===== src/rtl/piso_reg_frame.sv =====
// Parametrised 165-style parallel-in/serial-out register with frame counter
// and busy/done/overrun status.
module piso_reg_frame #(
    parameter int WIDTH     = 8,
    parameter bit MSB_FIRST = 1'b1,
    localparam int CNT_W    = $clog2(WIDTH + 1)
) (
    input  logic             clk,
    input  logic             rst,
    input  logic             clk_inh,
    input  logic             LOAD,
    input  logic             SER,
    input  logic [WIDTH-1:0] D_in,
    output logic             Q,
    output logic             QNEG,
    output logic             busy,
    output logic             done,
    output logic             ovr,
    output logic [CNT_W-1:0] bit_cnt
);

    typedef enum logic [1:0] {IDLE, SHIFT, DONE} state_t;

    state_t           state, state_nxt;
    logic [WIDTH-1:0] shreg, shift_nxt;

    generate
        if (MSB_FIRST) begin : g_msb
            assign shift_nxt = {shreg[WIDTH-2:0], SER};
            assign Q         = shreg[WIDTH-1];
        end else begin : g_lsb
            assign shift_nxt = {SER, shreg[WIDTH-1:1]};
            assign Q         = shreg[0];
        end
    endgenerate

    assign QNEG = ~Q;

    always_ff @(posedge clk or posedge rst) begin
        if (rst) state <= IDLE;
        else     state <= state_nxt;
    end

    // LOAD wins over inhibit; inhibit freezes SHIFT but never stretches DONE.
    always_comb begin
        state_nxt = state;
        if (!LOAD) begin
            state_nxt = SHIFT;
        end else begin
            case (state)
                SHIFT:   if (!clk_inh && bit_cnt == CNT_W'(1)) state_nxt = DONE;
                DONE:    state_nxt = IDLE;
                default: state_nxt = IDLE;
            endcase
        end
    end

    always_comb begin
        busy = 1'b0;
        done = 1'b0;
        case (state)
            SHIFT:   busy = 1'b1;
            DONE:    done = 1'b1;
            default: ;
        endcase
    end

    // Shifting runs in every state so cascaded/free-running use still works.
    always_ff @(posedge clk or posedge rst) begin
        if (rst) begin
            shreg   <= '0;
            bit_cnt <= '0;
            ovr     <= 1'b0;
        end else begin
            ovr <= !LOAD && (state == SHIFT);
            if (!LOAD) begin
                shreg   <= D_in;
                bit_cnt <= CNT_W'(WIDTH);
            end else if (!clk_inh) begin
                shreg <= shift_nxt;
                if (state == SHIFT) bit_cnt <= bit_cnt - CNT_W'(1);
            end
        end
    end

endmodule


===== config.mk =====
export PLATFORM = sky130hd
export DESIGN_NAME = piso_reg_frame
export DESIGN_NICKNAME = d
export VERILOG_FILES = /design/src/rtl/piso_reg_frame.sv
export SDC_FILE = /design/constraint.sdc
export NUM_CORES = 1
export LEC_CHECK = 0
export CAP_MARGIN = 20
export CELL_PAD_IN_SITES_DETAIL_PLACEMENT = 1
export CELL_PAD_IN_SITES_GLOBAL_PLACEMENT = 2
export CORE_MARGIN = 2
export CORE_UTILIZATION = 29
export DETAILED_ROUTE_END_ITERATION = 7
export PLACE_DENSITY = 0.84
export SKIP_LAST_GASP = 1
export SYNTH_ARGS = -nofsm -noshare
export SYNTH_HDL_FRONTEND = slang
export SYNTH_SLANG_ARGS = --single-unit

===== constraint.sdc =====
create_clock -name clk -period 2.75 [get_ports clk]
set_input_delay 0.275 -clock clk [delete_from_list [all_inputs] [get_ports clk]]
set_output_delay 0.275 -clock clk [all_outputs]
set_load 0.005 [all_outputs]

==> run summary <==
Status: finished, final reports clean
Routed WL: 1314 um
Synthesized area per cell: 10.56 um2
DRC violations left: 0
Wirelength per Cell: 10.95 um
Clk sinks: 15
Via/cell ratio: 4.492
FILL cells: 268
FFs w/ async S/R, synth: 100.0%
Rows: 18
Ys flop type: dfrtp_1
CTS Buf Count: 3
Vias: 539
CTS hold repair buffers: 0
I/O pins: 22
Starting DRT DRC Count: 6
Crit end category: output port
Clock root buffer: clkbuf_4
Pwr/cell area: 498.5 nW/um2
DP Area: 947.2 um2
Post-CTS Resized: 0
Mapped Area: 718.2 um2
Final Cycle Share: 65.07%
Arr. time, crit path: 1.51 ns
Die Wd: 53.77 um
Synth-to-Final Area Change: 35.54%
Max Clock Skew: 0.001381 ns
Worst-Margin Slew: 0.6727 ns
Cell taking the most area after synthesis: dfrtp_1
RePlAce Congestion: 0.7515
Sequential area share after synthesis: 52.26%
DRT Pass-1 Iters: 3
Layout cells sized above 1: 5.556%
HPWL after DPL: 1036 um
Worst-skew pair later-pin latency: 0.27 ns
Maxcap violations: 0
Min-delay worst type: input pin to asynchronous set/reset pin
Number of global-route vias before repair: 497
Post-synth EDFFs: 0
Static leakage: 0.4295 nW
Initial antenna violation count: 0
Final Instance Area: 973.4 um2
Setup TNS: 0 ns
Full die area: 2891 um2
Area share of the largest cell type after synthesis: 52.26%
Final Max Tran Viols: 0
Worst-path maximum fanout: 4
Die H: 53.77 um
Synthesized Nets: 83
# Post-CTS Setup Buffers: 0
Number of diodes: 0
Max VDD drop: 0.0002414 V
Global-route wire length before repair: 2097 um
Nets@finish: 106
CTS max path bufs: 2
H-tree lvl count: 1
GR Util All Layers: 10.47%
CP startpoint kind: register
Seq cells post-synth: 15
Core Region: 2410 um2
Warnings from Yosys: 0
Largest net degree at the start of global routing: 22
Post-route ant nets: 0
Post-Syn Instances: 68
Critical path type: register to output port
Starting Density: 29.80%
Fmax: 558.9 MHz
Clock transition at the registers of the reported paths: 0.08 ns
Final Hold Vio Count: 0
CTS tree: done
Max-slew headroom: 55.01%
I/O Buffers: 21
Tmin final: 1.789 ns
Final setup viols: 0
RSZ-0062 raised after global routing: no
Req. time, crit path: 2.48 ns
Grt ovf: 0
Distinct cells, synth: 19
Top cells by area, synth: dfrtp_1, mux2i_1, a21oi_1
-- final cells by class --
| cell class | count | area [um2] | area share [%] |
|---|---|---|---|
| Sequential cell | 15 | 375.4 | 38.56 |
| Multi-Input combinational cell | 44 | 301.5 | 30.98 |
| Timing Repair Buffer | 21 | 210.2 | 21.59 |
| Tap cell | 30 | 37.54 | 3.856 |
| Clock buffer | 4 | 26.28 | 2.699 |
| Inverter | 6 | 22.52 | 2.314 |
-- power breakdown --
part | internal (mW) | leakage, nW | switching, mW
sequential | 0.242 | 0.172 | 0.0170
clock | 0.0562 | 0.0150 | 0.0655
combinational | 0.0637 | 0.242 | 0.0413
-- cell usage after synthesis (all sizes together), types with 2 or more instances --
| cell | n |
|---|---|
| ha | 2 |
| clkbuf | 2 |
| a21oi | 9 |
| mux2i | 8 |
| and3 | 2 |
| o21ai | 2 |
| dfrtp | 15 |
| inv | 6 |
| xnor2 | 2 |
| nor2 | 12 |
-- worst paths after layout --
path,from,endpoint,slack (ns),depth (start not counted)
min,rst,shreg[0],0.35,2
max,state[1],busy,0.96,3
max reg2reg,bit_cnt[0],bit_cnt[2],1.56,5
min in group clk,D_in[2],shreg[2],0.55,3
max in group asynchronous,rst,shreg[5],2.02,2
min reg2reg,shreg[1],shreg[1],0.59,2
-- cell families after synthesis --
| family | count (synthesis) | share of synthesized area, % |
|---|---|---|
| xor gates and xnor gates | 2 | 2.439 |
| adders and majority gates | 2 | 3.484 |
| AOI/OAI and AO/OA | 12 | 8.709 |
| and+or+nand+nor | 20 | 16.20 |
| DFF | 15 | 52.26 |
| buffers and inverters | 9 | 5.749 |
| muxes | 8 | 11.15 |
-- per-layer routing --
metal,vias to the layer above,global-route usage (%),part of all wire (%)
met3,2,3.333,4.1
met4,0,6.410,1.5
met5,-,0,0
li1,271,-,-
met1,255,11.46,42
met2,11,17.48,52
-- state kept, by name (all words and copies together) (netlist names) --
name     cells
shreg        8
bit_cnt      4
state        2
ovr          1
-- placed cells by master (no fill, tap or decap), drive strengths merged, types with 2 or more instances in the layout --
master and n:
o21ai 2, and3 2, clkbuf 4, inv 6, a21oi 9, clkdlybuf4s50 21
nor2 12, ha 2, dfrtp 15, mux2i 8, xnor2 2
-- critical path, cell delays in order (launching register included) --
cell and delay (ns):
dfrtp_1 0.41, or2b_1 0.26, inv_1 0.07, clkdlybuf4s50_1 0.49
-- metrics by stage --
step	utilization, %	hold slack (ns)	std cells	setup WS [ns]	power (mW)
CTS	40.39	0.3599	120	0.9353	0.4990
floorplan	-	0.1765	68	1.632	0.3168
global route	40.39	0.4049	120	0.8761	0.5244
detailed placement	39.30	0.5771	116	0.8740	0.3718
global placement	39.30	0.5632	116	0.9022	0.3694
finish	40.39	0.3535	120	0.9606	0.4853
No activity file was read; power rests on OpenSTA's default activity.
==> patch (same flow settings) <==
Remove the register `ovr`: a continuous assignment takes its place, so the output `ovr` follows one clock earlier.
--- a/src/rtl/piso_reg_frame.sv
+++ b/src/rtl/piso_reg_frame.sv
@@ -70,9 +70,7 @@
         if (rst) begin
             shreg   <= '0;
             bit_cnt <= '0;
-            ovr     <= 1'b0;
         end else begin
-            ovr <= !LOAD && (state == SHIFT);
             if (!LOAD) begin
                 shreg   <= D_in;
                 bit_cnt <= CNT_W'(WIDTH);
@@ -83,5 +81,7 @@
         end
     end
 
+    assign ovr = !LOAD && (state == SHIFT);
+
 endmodule
 
Function: changed (a bounded check fails within 4 cycles, from zero or initial values and one cycle with rst high).
==> patch against the original RTL <==
- area after synthesis decreased by 3.5%
- setup slack got worse by 0.048 ns
- design area decreased by 2.4%
- via count decreased by 1.1%
- final cell count decreased by 2.5%
- total power decreased by 4.9%
- sequential cell count decreased by 1
- clock power decreased by 8%
- non-clock buffer count increased by 1
- count of clock-buffer cells in the layout decreased by 1
- wire length increased by 1.1%
- largest power group unchanged
==> patch: results (changes against the original RTL) <==
status - finished, final reports clean
largest net degree at the start of global routing - 22 (unchanged)
top cells by count, synth - dfrtp_1 (14), nor2_1 (12), a21oi_1 (9), mux2i_1 (8), inv_1 (6)
r2r startpoint - bit_cnt[0]
post-place instance area - 927 um2 (-2.1%)
number of synthesized flops with an enable pin - 0 (unchanged)
Mapped Nets - 82 (-1.2%)
Synth area leaders - dfrtp_1 (51%), mux2i_1 (12%), a21oi_1 (6.5%)
layout cell share with drive strength beyond 1 - 6.74% (+1.2 points)
GRT Total Usage - 11.3% (+0.87 points)
Max Root-Sink Buffers - 2 (unchanged)
CTS H-tree lvls - 1 (unchanged)
DR pass1 iterations - 2 (-1)
fin crit share - 66.8% (+1.7 points)
Slowest Stage Delay on Critical Path - 0.51 ns (+0.02 ns)
Placer Congestion - 0.744 (-0.97%)
ys async rst share - 100% (unchanged)
vias in the first global route - 542 (+9.1%)
r2r endpoint - bit_cnt[2]
Distinct cells, synth - 19 (unchanged)
drt total wl - 1.33 mm (+1.1%)
Register-to-Register Setup Slack - 1.54 ns (-0.02 ns)
global-route wire length before repair - 2.29 mm (+9.2%)
registers with the most flip-flops - shreg x8, bit_cnt x4, state x2
CTS Buf Count - 3 (unchanged)
WP data arrival - 1.56 ns (+0.05 ns)
clk root buf - clkbuf_4
per-cell routed wire length - 11.4 um (+3.7%)
Final ANT Viol Nets - 0 (unchanged)
Port Buffer Count - 21 (unchanged)
Synth Area per Inst - 10.3 um2 (-2.0%)
path depth of the worst reg2reg path - 5 (unchanged)
initial antenna violation count - 0 (unchanged)
final clock skew - 0.00490 ns (+0.00352 ns)
nets@finish - 106 (unchanged)
hold_ws - 0.337 ns (-0.0162 ns)
Post-DP HPWL - 1.03 mm (-0.21%)
Seq/Total Area, Yosys - 50.5% (-1.7 points)
DRC - 0 (unchanged)
worst vdd ir - 0.212 mV (-12%)
starting DRC count in detailed routing - 1 (-5)
CP Max Fanout - 4 (unchanged)
clk_lat worst skew - 0.27 ns (about the same)
CP max stage cell - clkdlybuf4s50_1
Setup Buffers After CTS - 0 (unchanged)
relative slew slack - 60.4% (+5.4 points)
Post-Place Setup Slack - 0.868 ns (-0.00607 ns)
leakage power - 0.421 nW (-1.9%)
Diodes inserted - 0 (unchanged)
YS warnings - 0 (unchanged)
via count - 533 (-1.1%)
Worst-path clk slew - 0.08 ns (about the same)
post-CTS sizing - 0 (unchanged)
==> patch: critical path, delay by kind of cell (launching register included) <==
family                 cells  cell delay, ns
AND/OR/NAND/NOR            2            0.38
buffers and inverters      1            0.51
flip-flops                 1            0.41
==> patch: routing by layer <==
layer  vias to the layer above  wire length (um)  global-route usage (%)
li1                        268                 -                       -
met1                       249               607                    14.0
met2                        16               637                    18.8
met3                         0                84                    2.54
met4                         0                 0                    5.13
met5                         -                 0                       0
==> patch: layout make-up <==
class,count,area [um2]
clock buffer,3,22.5
tap,28,35.0
multi-input combinational,44,302
timing repair buffer,22,218
sequential,14,350
fill,254,1280
inverter,6,22.5
==> patch: kinds of logic (layout without fill, tap and decap cells) <==
family / after synthesis / in the layout / share of synthesized area, %
AO/OA/AOI/OAI: 12 / 12 / 9.02
AND/OR/NAND/NOR: 20 / 20 / 16.8
multiplexers: 8 / 8 / 11.6
buffers and inverters: 9 / 31 / 5.96
flip-flops: 14 / 14 / 50.5
adder cells (fa/ha/maj): 2 / 2 / 3.61
XOR/XNOR: 2 / 2 / 2.53
==> patch: how the worst max path moves through the flow <==
stage,end,start
global placement,bit_cnt[3],clk_inh
floorplan,bit_cnt[2],bit_cnt[0]
global route,ovr,state[1]
finish,ovr,state[1]
CTS,ovr,state[1]
detailed placement,bit_cnt[3],clk_inh
==> patch: report_power, final <==
part           switching, W  internal [W]  total [W]
logic             0.0000414     0.0000644   0.000106
registers         0.0000179      0.000226   0.000244
clock network     0.0000611     0.0000506   0.000112
total              0.000120      0.000341   0.000461
